--- src/rtl/uart_byte_rx.sv ---
// 8N1 UART receiver with 16x oversampling, start-bit validation and a first-word-fall-through byte FIFO.
// Latency: valid_out rises one cycle after the stop-bit sample; backpressure: FIFO full drops new bytes and sets sticky overflow_out.
module uart_byte_rx #(
   parameter int CLK_HZ     = 100_000_000,
   parameter int BAUD       = 115200,
   parameter int FIFO_DEPTH = 4
) (
   input  logic       clk_in,
   input  logic       rst_in,
   input  logic       data_in,
   output logic [7:0] data_out,
   output logic       valid_out,
   input  logic       ready_in,
   output logic       frame_err_out,
   output logic       overflow_out,
   output logic       busy_out
);

   localparam int CLKS_PER_TICK = CLK_HZ / (BAUD * 16);
   localparam int TW            = $clog2(CLKS_PER_TICK);
   localparam int AW            = $clog2(FIFO_DEPTH);

   localparam logic [2:0] S_IDLE      = 3'd0;
   localparam logic [2:0] S_START     = 3'd1;
   localparam logic [2:0] S_DATA      = 3'd2;
   localparam logic [2:0] S_STOP      = 3'd3;
   localparam logic [2:0] S_WAIT_HIGH = 3'd4;

   logic          sync1;
   logic          rx_s;
   logic [TW-1:0] tick_cnt;
   logic          tick;
   logic [3:0]    sub_cnt;
   logic [2:0]    bit_idx;
   logic [7:0]    shift;
   logic [2:0]    state;
   logic          push;
   logic          pop;
   logic          wr_en;
   logic          empty;
   logic          full;
   logic [AW:0]   wr_ptr;
   logic [AW:0]   rd_ptr;
   logic [7:0]    mem [FIFO_DEPTH];

   always_ff @(posedge clk_in or posedge rst_in) begin
      if (rst_in) begin
         sync1 <= 1'b1;
         rx_s  <= 1'b1;
      end else begin
         sync1 <= data_in;
         rx_s  <= sync1;
      end
   end

   assign tick = (tick_cnt == TW'(CLKS_PER_TICK - 1));

   // sub_cnt counts ticks within the current bit; START checks at tick 8, later bits every 16.
   always_ff @(posedge clk_in or posedge rst_in) begin
      if (rst_in) begin
         state         <= S_IDLE;
         tick_cnt      <= '0;
         sub_cnt       <= 4'd0;
         bit_idx       <= 3'd0;
         shift         <= 8'h00;
         frame_err_out <= 1'b0;
      end else begin
         frame_err_out <= 1'b0;
         tick_cnt      <= tick ? '0 : tick_cnt + TW'(1);
         case (state)
            S_IDLE: begin
               if (!rx_s) begin
                  state    <= S_START;
                  tick_cnt <= '0;
                  sub_cnt  <= 4'd0;
               end
            end
            S_START: begin
               if (tick) begin
                  if (sub_cnt == 4'd7) begin
                     sub_cnt <= 4'd0;
                     bit_idx <= 3'd0;
                     state   <= rx_s ? S_IDLE : S_DATA;
                  end else begin
                     sub_cnt <= sub_cnt + 4'd1;
                  end
               end
            end
            S_DATA: begin
               if (tick) begin
                  sub_cnt <= sub_cnt + 4'd1;
                  if (sub_cnt == 4'd15) begin
                     shift[bit_idx] <= rx_s;
                     bit_idx        <= bit_idx + 3'd1;
                     if (bit_idx == 3'd7) state <= S_STOP;
                  end
               end
            end
            S_STOP: begin
               if (tick) begin
                  sub_cnt <= sub_cnt + 4'd1;
                  if (sub_cnt == 4'd15) begin
                     if (rx_s) begin
                        state <= S_IDLE;
                     end else begin
                        frame_err_out <= 1'b1;
                        state         <= S_WAIT_HIGH;
                     end
                  end
               end
            end
            S_WAIT_HIGH: begin
               if (rx_s) state <= S_IDLE;
            end
            default: state <= S_IDLE;
         endcase
      end
   end

   assign busy_out = (state != S_IDLE);
   assign push     = (state == S_STOP) && tick && (sub_cnt == 4'd15) && rx_s;

   assign empty     = (wr_ptr == rd_ptr);
   assign full      = (wr_ptr[AW] != rd_ptr[AW]) && (wr_ptr[AW-1:0] == rd_ptr[AW-1:0]);
   assign valid_out = !empty;
   assign pop       = valid_out && ready_in;
   // A pop frees the head slot this cycle, so a push into a full FIFO still lands.
   assign wr_en     = push && (!full || pop);
   assign data_out  = valid_out ? mem[rd_ptr[AW-1:0]] : 8'h00;

   always_ff @(posedge clk_in) begin
      if (wr_en) mem[wr_ptr[AW-1:0]] <= shift;
   end

   always_ff @(posedge clk_in or posedge rst_in) begin
      if (rst_in) begin
         wr_ptr       <= '0;
         rd_ptr       <= '0;
         overflow_out <= 1'b0;
      end else begin
         if (pop)   rd_ptr <= rd_ptr + 1'b1;
         if (wr_en) wr_ptr <= wr_ptr + 1'b1;
         if (push && !wr_en) overflow_out <= 1'b1;
      end
   end

endmodule

--- config.mk ---
export PLATFORM = sky130hd
export DESIGN_NAME = uart_byte_rx
export DESIGN_NICKNAME = d
export VERILOG_FILES = /design/src/rtl/uart_byte_rx.sv
export SDC_FILE = /design/constraint.sdc
export NUM_CORES = 1
export LEC_CHECK = 0
export ABC_CLOCK_PERIOD_IN_PS = 5700
export CORE_ASPECT_RATIO = 0.6
export CORE_UTILIZATION = 64
export DETAILED_ROUTE_END_ITERATION = 10
export PLACE_DENSITY = 0.84
export SLEW_MARGIN = 20
export SYNTH_ARGS = -nofsm -noshare
export SYNTH_HDL_FRONTEND = slang
export SYNTH_SLANG_ARGS = --single-unit
--- constraint.sdc ---
create_clock -name clk_in -period 5.7 [get_ports clk_in]
set_clock_uncertainty 0.15 [all_clocks]
set_input_delay 1.71 -clock clk_in [delete_from_list [all_inputs] [get_ports clk_in]]
set_output_delay 1.71 -clock clk_in [all_outputs]
set_load 0.005 [all_outputs]
=== Yosys cells after proc, flatten, opt, wreduce, memory -nomap -nowiden ===
Memories as Yosys holds them, arrays and structs flattened.
Cells that the tools add are included.
W data, S select, Z words.

* Div/mod/pow operators: 0
* Eq/ne operators: 21
* $mul: 0
* Muxes and demuxes: 35
* $lt $le $gt $ge: 2
* Shifts and indexed selects: 0
* Reductions and logical operators: 21
* $add $sub $neg: 5
* Bitwise logic cells: 0

{| class="wikitable"
|+ Operators by type and width
! cell !! number
|-
| $mux W3 || 14
|-
| $mux W6 || 3
|-
| $ne A2 B2 Y1 const B || 9
|-
| $mux W4 || 4
|-
| $pmux W3 S5 || 1
|-
| $pmux W4 S3 || 1
|-
| $add A3 B1 Y3 const B || 3
|-
| $reduce_and A9 Y1 || 1
|-
| $bwmux W8 || 1
|-
| $logic_and A1 B1 Y1 || 8
|-
| $mux W8 || 1
|-
| $mux W1 || 7
|-
| $add A6 B1 Y6 const B || 1
|-
| $eq A3 B2 Y1 const B || 2
|-
| $eq A3 B3 Y1 const B || 2
|-
| $eq A6 B6 Y1 const B || 1
|-
| $pmux W3 S2 || 1
|-
| $reduce_bool A3 Y1 || 2
|-
| $reduce_and A5 Y1 || 1
|-
| $add A4 B1 Y4 const B || 1
|-
| $eq A4 B3 Y1 const B || 1
|-
| $eq A4 B4 Y1 const B || 1
|-
| $lt A3 B4 Y1 const B || 1
|-
| $reduce_and A4 Y1 || 1
|-
| other kinds (14) || 16
|}

* Logic and storage cells: 96
* Input bits: 4
* Latch bits: 0
* Memories: 1
* Bits in read-only memories: 0
* Output and inout bits: 12
* Memory bits (writable): 32
* Bits in registers: 34

{| class="wikitable"
|+ Memory list
! memory !! words !! width !! rd ports !! clocked after Yosys merged registers in !! write ports !! RTL line !! source
|-
| mem || 4 || 8 || 1 || 0 || 1 || 44 || <nowiki>logic [7:0] mem [FIFO_DEPTH];</nowiki>
|}

=== Longest topological paths before layout ===
* Depth after elaboration: 7
* Depth in mapped cells: 6
* Depth with buffers taken out: 6

=== Worst setup path before layout ===
Ideal clock, no wire load.

* Path type: register to output
* Start: register rd_ptr[1]
* End: output port data_out[0]
* Buffers on the path: 2
* Arrival: 1,287 ps
* Stages on the path, launching flop included: 6
* Setup slack: 2,553 ps
* Path through: dfrtp_1 clkbuf_1 xnor2_1 nand3b_1 clkbuf_1 and2_1

* Longest elaborated chain between the ends: 2
* Elaborated cells on any way between the ends: 3

{| class="wikitable"
|+ RTL lines
! what !! RTL line !! source
|-
| start, declared || 43 || <nowiki>logic [AW:0] rd_ptr;</nowiki>
|-
| start signal, assigned || 141 || <nowiki>if (pop) rd_ptr <= rd_ptr + 1'b1;</nowiki>
|-
| $mem_v2 Z4 W8 or $eq A3 B3 Y1 (tied branches) || n/a ||
|-
| $mux W8 * || 129 || <nowiki>assign data_out = valid_out ? mem[rd_ptr[AW-1:0]] : 8'h00;</nowiki>
|-
| end, declared || 11 || <nowiki>output logic [7:0] data_out,</nowiki>
|}

Mark *: on every way between the ends. The rest lies on a longest branch, timed or not.

=== Final worst setup path ===
* Start: register rd_ptr[0]
* End: output port data_out[4]

The elaborated chain is that of the path after synthesis.

==> results.ini <==
[clock_tree]
hold_buffers=0
cts_resized=0
clkLatencyLatePin_ns=0.34
htreeDepth=3
tritoncts=done
clock-sinks=66
cts_buffers=9
path_clk_slew_ns=0.07
clockRootBuffer=clkbuf_8
post-cts-setup-buffers=0
ctsLongestPathBuffers=2

[yosys]
synthesis.area_um2=3050
synth_common_cells=dfrtp_1 (32), edfxtp_1 (32), nor2_1 (16)
synth_area_leaders=edfxtp_1 (32%), dfrtp_1 (26%), mux4_2 (5.9%)
synth_top_area_share=0.315
ys_seq_elements=66
yosysWarnings=0
syn_inst=230
synth-main-ff-cell=edfxtp_1
ys_async_sr_fraction=0.515
seq_area_frac_synth=0.595
synth_cell_types=48
synth_nets=244
synth_edf_count=32
synth_top_area_cell=edfxtp_1
syn_area_per_cell_um2=13.3

[critical_path]
required_ns=3.84
critPathLaunchType=flip-flop
crit_type=reg -> out
worst_setup_path_end_kind=output pin
arrival_ns=2.34
crit_path_max_fanout=11

[final_layout]
layout.cells.non_filler=313
seq_area_um2=1810
multiInputGateArea_um2=1160
layout-drive-gt1-share=0.160
diodes=0
fill_cells=291
utilization=0.751
area_delta_synth_final_pct=12.4
fin_nets=259
design_area_um2=3430

[floorplanning]
die_w_um=91.1
rows=19
initial_core_util=0.668
core_area_um2=4560
io_pins=16
dieArea_um2=5050
die_h_um=55.5

[sta]
finalCritPeriodShare=0.736
rsz0062_at_grt=no
tightest_slew_ns=0.674
max_slew_margin=0.546
setup_viol=0
drv_slew=0
fmax_mhz=238
hold_violations=0
period_needed_ns=4.20
finalSetupTns_ns=0

[power]
powerDensity_nw_per_um2=296
leakagePower_nw=1.45
total_power_mw=1.01
peakVddDrop_uv=276

[placed_design]
place_congestion=0.815
placed_cells=297
dp_hpwl_mm=3.47
portBuffers=15
post_dp_cell_area_um2=3240

[global_route]
grt_max_degree=35
grt_pass1_vias=1796
overflow=0
grtUsageTotal=0.246
grt_pass1_wl_mm=9.04
antenna_found_initial=0

[flow_run]
maxCapViolations=0

[drt]
drc=2
drt_wl_total_mm=5.26
vias_per_cell=6.00
drt.antenna.violating_nets=0
drt_iter0_drc=139
dr.pass1.iters=7
wire_per_inst_um=16.8
num_vias=1879

[status]
outcome=finished, violations left
violations=DRC

[worst_hold_path]
hold_path_class=reg -> reg

[logic make-up after synthesis]
| logic type | synth area share |
|---|---|
| AND/OR/NAND/NOR | 0.155 |
| buffers and inverters | 0.0254 |
| flip-flops | 0.595 |
| adder cells (fa/ha/maj) | 0.0410 |
| XOR/XNOR | 0.0316 |
| AO/OA/AOI/OAI | 0.0525 |
| multiplexers | 0.0997 |
[path summary, 6_finish.rpt]
path                            from          end  slack [ns]  cells after the start
max                        rd_ptr[0]  data_out[4]        1.50                      4
min                            sync1         rx_s        0.21                      0
max reg2reg                 state[2]    mem[1][4]        2.81                      4
min reg2reg                    sync1         rx_s        0.21                      0
max in group asynchronous     rst_in        sync1        3.44                      3
min in group asynchronous     rst_in    rd_ptr[1]        1.62                      3
[power breakdown]
part	switching, mW	total [mW]	leakage [nW]	internal, mW
Clock	0.168	0.378	0.0954	0.211
Sequential	0.0413	0.550	0.814	0.508
Combinational	0.0325	0.0854	0.542	0.0530
Total	0.241	1.01	1.45	0.772
[through the flow]
step	setup slack (ns)	hold WS (ns)
final	1.50	0.208
after global routing	1.29	0.215
after CTS	1.47	0.210
after detailed placement	1.88	0.200
after global placement	1.93	0.196
after floorplan	2.55	0.195
[cell usage in the layout (no fill, tap or decap), types with 3 or more instances in the layout]
cell             synthesis  layout
a21oi_1                  6       6
clkbuf_8                 0      10
ha_1                    10      10
nand4b_1                 3       3
nand2_1                 13      13
or3_1                    5       5
clkdlybuf4s50_1          0      15
nor2_1                  16      16
inv_1                    8       8
mux2_2                  10      10
nor4_1                   5       5
mux4_2                   8       8
xnor2_1                  7       7
edfxtp_1                32      32
xor2_1                   4       4
nand3_1                  7       7
nor3_1                   5       5
dfrtp_1                 32      32
and2_1                  11      11
[registers in the layout, summed over array words and instances, names as in the netlist, 3 cells and up]
name      cells
state         3
shift         8
bit_idx       3
tick_cnt      6
mem          32
rd_ptr        3
sub_cnt       4
wr_ptr        3
[per-layer routing]
metal | track usage | share of wire
met5 | 0 | 0
met4 | 0.0726 | 0.0072
met3 | 0.103 | 0.057
met2 | 0.324 | 0.43
met1 | 0.373 | 0.51
[final cells by class]
type / count / area share
Timing Repair Buffer: 16 / 0.0460
Tap cell: 63 / 0.0230
Inverter: 8 / 0.00877
Multi-Input combinational cell: 144 / 0.338
Sequential cell: 66 / 0.530
Clock buffer: 12 / 0.0424
Clock inverter: 4 / 0.0124
[critical path, stage by stage (launching register included)]
cell and delay (ns):
dfrtp_1 0.75, xnor2_1 0.22, nand3b_1 0.32, and2_1 0.26, clkdlybuf4s50_1 0.44
Note: power is estimated with default switching activity, not from simulation.
==> RTL edit 1: new RTL, config.mk and constraints unchanged <==
`FIFO_DEPTH`: 4 -> 16.
--- a/src/rtl/uart_byte_rx.sv
+++ b/src/rtl/uart_byte_rx.sv
@@ -5,3 +5,3 @@
    parameter int BAUD       = 115200,
-   parameter int FIFO_DEPTH = 4
+   parameter int FIFO_DEPTH = 16
 ) (
Function: no difference found for any inputs over 10 cycles, from zero or initial values and one cycle with rst_in high; that may be too few to reach the edited logic, so the function may still have changed.
==> RTL edit 1 against the original RTL <==
Total power grew to 3.1 times the old value. Sequential cell count is 100 higher. Area after synthesis is 130% higher. Largest power group unchanged. Count of clock-buffer cells in the layout is 6 higher. Routed wire length grew to 2.7 times the old value. Setup slack worse by 600 ps. Non-clock buffer count is 5 higher. Critical path depth is 1 higher. Design area is 130% higher. Fmax is 13% lower.
==> RTL edit 1: results (changes against the original RTL) <==
<table>
<tr><th>Metric</th><th>Value</th></tr>
<tr><th colspan="2">GRT</th></tr>
<tr><td>Pin count of the biggest net entering global routing</td><td>39 (was 35)</td></tr>
<tr><td>Global-route total usage across every layer</td><td>27.85% (was 24.57%)</td></tr>
<tr><td>GR met1 Demand/Resource</td><td>43.38% (was 37.31%)</td></tr>
<tr><td>Vias in the first global route</td><td>3835 (was 1796)</td></tr>
<tr><td>Wire length of the first global-routing pass</td><td>22320 um (was 9039 um)</td></tr>
<tr><th colspan="2">Clocking</th></tr>
<tr><td>Clock root buffer</td><td>sky130_fd_sc_hd__clkbuf_16 (was sky130_fd_sc_hd__clkbuf_8)</td></tr>
<tr><td>Number of clock buffers inserted by TritonCTS</td><td>17 (was 9)</td></tr>
<tr><td>H-tree Lvls</td><td>4 (was 3)</td></tr>
<tr><td>Clock insertion delay at the later pin of the skew report</td><td>420 ps (was 340 ps)</td></tr>
<tr><th colspan="2">Synth</th></tr>
<tr><td>Sequential share of the synthesized area</td><td>68.50% (was 59.50%)</td></tr>
<tr><td>Syn Nets</td><td>430 (was 244)</td></tr>
<tr><td>Ranking of synthesized cells by area</td><td>sky130_fd_sc_hd__edfxtp_1, sky130_fd_sc_hd__dfrtp_1, sky130_fd_sc_hd__mux4_2 (unchanged)</td></tr>
<tr><td>Post-synth EDFFs</td><td>128 (was 32)</td></tr>
<tr><th colspan="2">Placement</th></tr>
<tr><td>HPWL after detailed placement</td><td>9374 um (was 3467 um)</td></tr>
<tr><td>Number of cells in the design after placement</td><td>553 (was 297)</td></tr>
<tr><td>Gp weighted congestion</td><td>0.7821 (was 0.8146)</td></tr>
<tr><td>Dpl ws</td><td>1378 ps (was 1880 ps)</td></tr>
<tr><th colspan="2">Pwr</th></tr>
<tr><td>VDD IR max</td><td>0.2827 mV (was 0.2760 mV)</td></tr>
<tr><td>Leakage power of the design</td><td>3.060 nW (was 1.451 nW)</td></tr>
<tr><td>Clk power</td><td>1.16 mW (was 378 uW)</td></tr>
<tr><th colspan="2">Status</th></tr>
<tr><td>Outcome</td><td>finished clean (was complete, but fails checks)</td></tr>
<tr><th colspan="2">Critical path</th></tr>
<tr><td>Worst EP arrival</td><td>2940 ps (was 2340 ps)</td></tr>
<tr><td>Critical-path maximum fanout</td><td>22 (was 11)</td></tr>
<tr><td>Register-to-Register Path Depth</td><td>5 (was 4)</td></tr>
<tr><th colspan="2">Drt</th></tr>
<tr><td>Total iterations of the first detailed-routing run</td><td>5 (was 7)</td></tr>
</table>
==> RTL edit 1: changes by cell type after synthesis, moves of 6 or more <==
cell                       before  now
sky130_fd_sc_hd__edfxtp_1      32  128
sky130_fd_sc_hd__mux4_2         8   32
sky130_fd_sc_hd__o22ai_1        2   18
sky130_fd_sc_hd__and3_1         2   15
sky130_fd_sc_hd__buf_2          1   11
sky130_fd_sc_hd__xor2_1         4   12
sky130_fd_sc_hd__nand3_1        7   13
sky130_fd_sc_hd__nor3_1         5   11
==> RTL edit 1: worst paths after layout <==
kind | start | to | slack (ps)
max in group asynchronous | rst_in | sync1 | 3450
min reg2reg | sync1 | rx_s | 210
max reg2reg | rd_ptr[1] | mem[9][3] | 2560
max | rd_ptr[1] | data_out[5] | 900
min | sync1 | rx_s | 210
min in group asynchronous | rst_in | frame_err_out | 1580
==> RTL edit 1: final cells by class <==
class | count | area (um^2) | area share (%)
multi-input cells | 216 | 2044 | 26.01
repair buffers | 21 | 195.2 | 2.484
well taps | 139 | 173.9 | 2.213
flip-flops and latches | 166 | 4798 | 61.06
inverters | 11 | 41.29 | 0.5254
clock inverters | 14 | 176.4 | 2.245
clock buffers | 18 | 429.2 | 5.461
==> RTL edit 1: routing by layer <==
layer	vias up	share of wire, %
met4	0	1.3
met5	-	0
li1	1678	-
met3	20	8.4
met1	1973	44
met2	205	46
==> RTL edit 1: kinds of logic (layout without fill, tap and decap cells) <==
family | count (synthesis) | after routing | share of synthesized area, %
AOI/OAI and AO/OA | 47 | 47 | 4.610
xor gates and xnor gates | 18 | 18 | 2.573
adders and majority gates | 10 | 10 | 1.787
buffers and inverters | 34 | 64 | 2.305
DFF | 166 | 166 | 68.50
muxes | 43 | 43 | 12.10
and+or+nand+nor | 98 | 98 | 8.130
==> RTL edit 2: new RTL, same flow settings <==
Made on the original files. One comparison of `sub_cnt` changes from == to >=.
--- a/src/rtl/uart_byte_rx.sv
+++ b/src/rtl/uart_byte_rx.sv
@@ -79,3 +79,3 @@
                if (tick) begin
-                  if (sub_cnt == 4'd7) begin
+                  if (sub_cnt >= 4'd7) begin
                      sub_cnt <= 4'd0;
Check against the original RTL: no difference found for any inputs over 10 cycles, from zero or initial values and one cycle with rst_in high; that may be too few to reach the edited logic, so the function may still have changed.
==> RTL edit 2 against the original RTL <==
Routed wire length is 5.7% higher. Final cell count is 4.2% lower. Area after synthesis is 0.53% lower. Non-clock buffer count stayed put. Total power is 1.5% lower. Synthesized cell count is 6.1% lower. Utilization is 3.6 points higher. Critical path depth stayed put. Setup slack worse by 130 ps. Hold slack better by 3.0 ps. Sequential cell count stayed put. Design area is 0.73% lower. Largest cell class unchanged.
==> RTL edit 2: results (changes against the original RTL) <==
<table>
<tr><th>Metric</th><th>Value</th></tr>
<tr><th colspan="2">Timing</th></tr>
<tr><td>Worst Max-Slew Pin Slew</td><td>691.8 ps (was 674.1 ps)</td></tr>
<tr><th colspan="2">Status</th></tr>
<tr><td>Outcome</td><td>finished clean (was complete, but fails checks)</td></tr>
<tr><th colspan="2">Pwr</th></tr>
<tr><td>Switching part of the total</td><td>23.71% (was 23.82%)</td></tr>
<tr><td>Leakage power of the design</td><td>1.445 nW (was 1.451 nW)</td></tr>
<tr><th colspan="2">Synth</th></tr>
<tr><td>Parity-gate share of the synthesized area counting xor and xnor cells</td><td>3.177% (was 3.160%)</td></tr>
<tr><td>Sequential share of the synthesized area</td><td>59.82% (was 59.50%)</td></tr>
<tr><td>Number of distinct library cell variants in the gate-level netlist after synthesis</td><td>49 (was 48)</td></tr>
<tr><td>Count of mapped cells out of synthesis</td><td>216 (was 230)</td></tr>
<tr><td>Syn Nets</td><td>230 (was 244)</td></tr>
<tr><td>Ranking of synthesized cells by area</td><td>sky130_fd_sc_hd__edfxtp_1, sky130_fd_sc_hd__dfrtp_1, sky130_fd_sc_hd__mux4_2 (unchanged)</td></tr>
<tr><td>Arithmetic-cell share of the synthesized area counting full adders, half adders and majority gates</td><td>4.497% (was 4.103%)</td></tr>
<tr><td>Multiplexer fraction of the synthesized cell area</td><td>10.77% (was 9.971%)</td></tr>
<tr><th colspan="2">GRT</th></tr>
<tr><td>Global-route total usage across every layer</td><td>25.19% (was 24.57%)</td></tr>
<tr><td>Vias in the first global route</td><td>1875 (was 1796)</td></tr>
<tr><td>Wire length of the first global-routing pass</td><td>9315 um (was 9039 um)</td></tr>
<tr><td>Pin count of the biggest net entering global routing</td><td>20 (was 35)</td></tr>
<tr><th colspan="2">Clocking</th></tr>
<tr><td>Clock root buffer</td><td>sky130_fd_sc_hd__clkbuf_8 (unchanged)</td></tr>
<tr><th colspan="2">Placement</th></tr>
<tr><td>Number of cells in the design after placement</td><td>284 (was 297)</td></tr>
<tr><td>Post-DP Area</td><td>3222 um^2 (was 3238 um^2)</td></tr>
<tr><td>HPWL after detailed placement</td><td>3803 um (was 3467 um)</td></tr>
<tr><th colspan="2">Critical path</th></tr>
<tr><td>Register-to-register setup slack</td><td>3140 ps (was 2810 ps)</td></tr>
<tr><td>CP peak stage delay</td><td>790 ps (was 750 ps)</td></tr>
<tr><th colspan="2">Drt</th></tr>
<tr><td>Iteration-0 DRC count of the detailed router</td><td>225 (was 139)</td></tr>
<tr><td>Average vias per placed instance</td><td>6.170 (was 6.003)</td></tr>
<tr><td>WL per Instance</td><td>18.54 um (was 16.81 um)</td></tr>
<tr><th colspan="2">Floorplanning</th></tr>
<tr><td>Die Outline Area</td><td>5027 um^2 (was 5053 um^2)</td></tr>
<tr><th colspan="2">Final layout</th></tr>
<tr><td>FILL cells</td><td>255 (was 291)</td></tr>
</table>
==> RTL edit 2: worst reg2reg max path, delay by kind of cell (launching register included) <==
kind                       cells  cell delay [ps]
buffers and inverters          1               60
and+or+nand+nor                4             1370
DFF                            1              400
adders and majority gates      1              210
==> RTL edit 2: final cells by class <==
cell class	count	area, um^2	area share, %
well taps	60	75.07	2.208
clock buffers	13	138.9	4.084
repair buffers	16	157.7	4.636
clock inverters	3	40.04	1.177
flip-flops and latches	66	1814	53.35
multi-input cells	135	1149	33.77
inverters	7	26.28	0.7726
==> RTL edit 2: cells by family (layout without fill, tap and decap cells) <==
| group | Yosys count | count (layout) |
|---|---|---|
| AOI/OAI and AO/OA | 20 | 20 |
| xor gates and xnor gates | 11 | 11 |
| adders and majority gates | 11 | 11 |
| buffers and inverters | 15 | 39 |
| DFF | 66 | 66 |
| muxes | 21 | 21 |
| and+or+nand+nor | 72 | 72 |
==> RTL edit 2: stage by stage <==
stage	setup slack, ps	hold WS [ps]	utilization, %
floorplan	2645	195.2	-
global placement	1931	196.3	74.51
detailed placement	1744	198.5	74.51
CTS	1354	213.6	78.65
global route	1183	212.1	78.65
finish	1376	211.0	78.65
==> RTL edit 2: path summary, 6_finish.rpt <==
path                              from           to  depth (start not counted)
max in group asynchronous       rst_in     shift[3]                          3
min in group asynchronous       rst_in  tick_cnt[1]                          2
hold / removal                   sync1         rx_s                          0
hold reg to reg                  sync1         rx_s                          0
setup / recovery             rd_ptr[0]  data_out[1]                          4
setup reg to reg           tick_cnt[1]    mem[0][6]                          6
==> RTL edit 2: layer usage <==
layer,vias up,part of all wire (%),global-route usage (%)
met2,74,47,37.12
li1,842,-,-
met3,11,5.6,9.917
met1,924,46,35.02
met4,0,1.7,7.483
met5,-,0,0
==> RTL edit 2: power by group through the flow <==
stage | clock network [mW] | logic, mW | registers (mW)
after CTS | 0.368 | 0.0854 | 0.553
after global placement | 0 | 0.0800 | 0.558
after global routing | 0.385 | 0.0921 | 0.559
after floorplan | 0 | 0.0978 | 0.525
after detailed placement | 0 | 0.0849 | 0.560
final | 0.361 | 0.0845 | 0.553
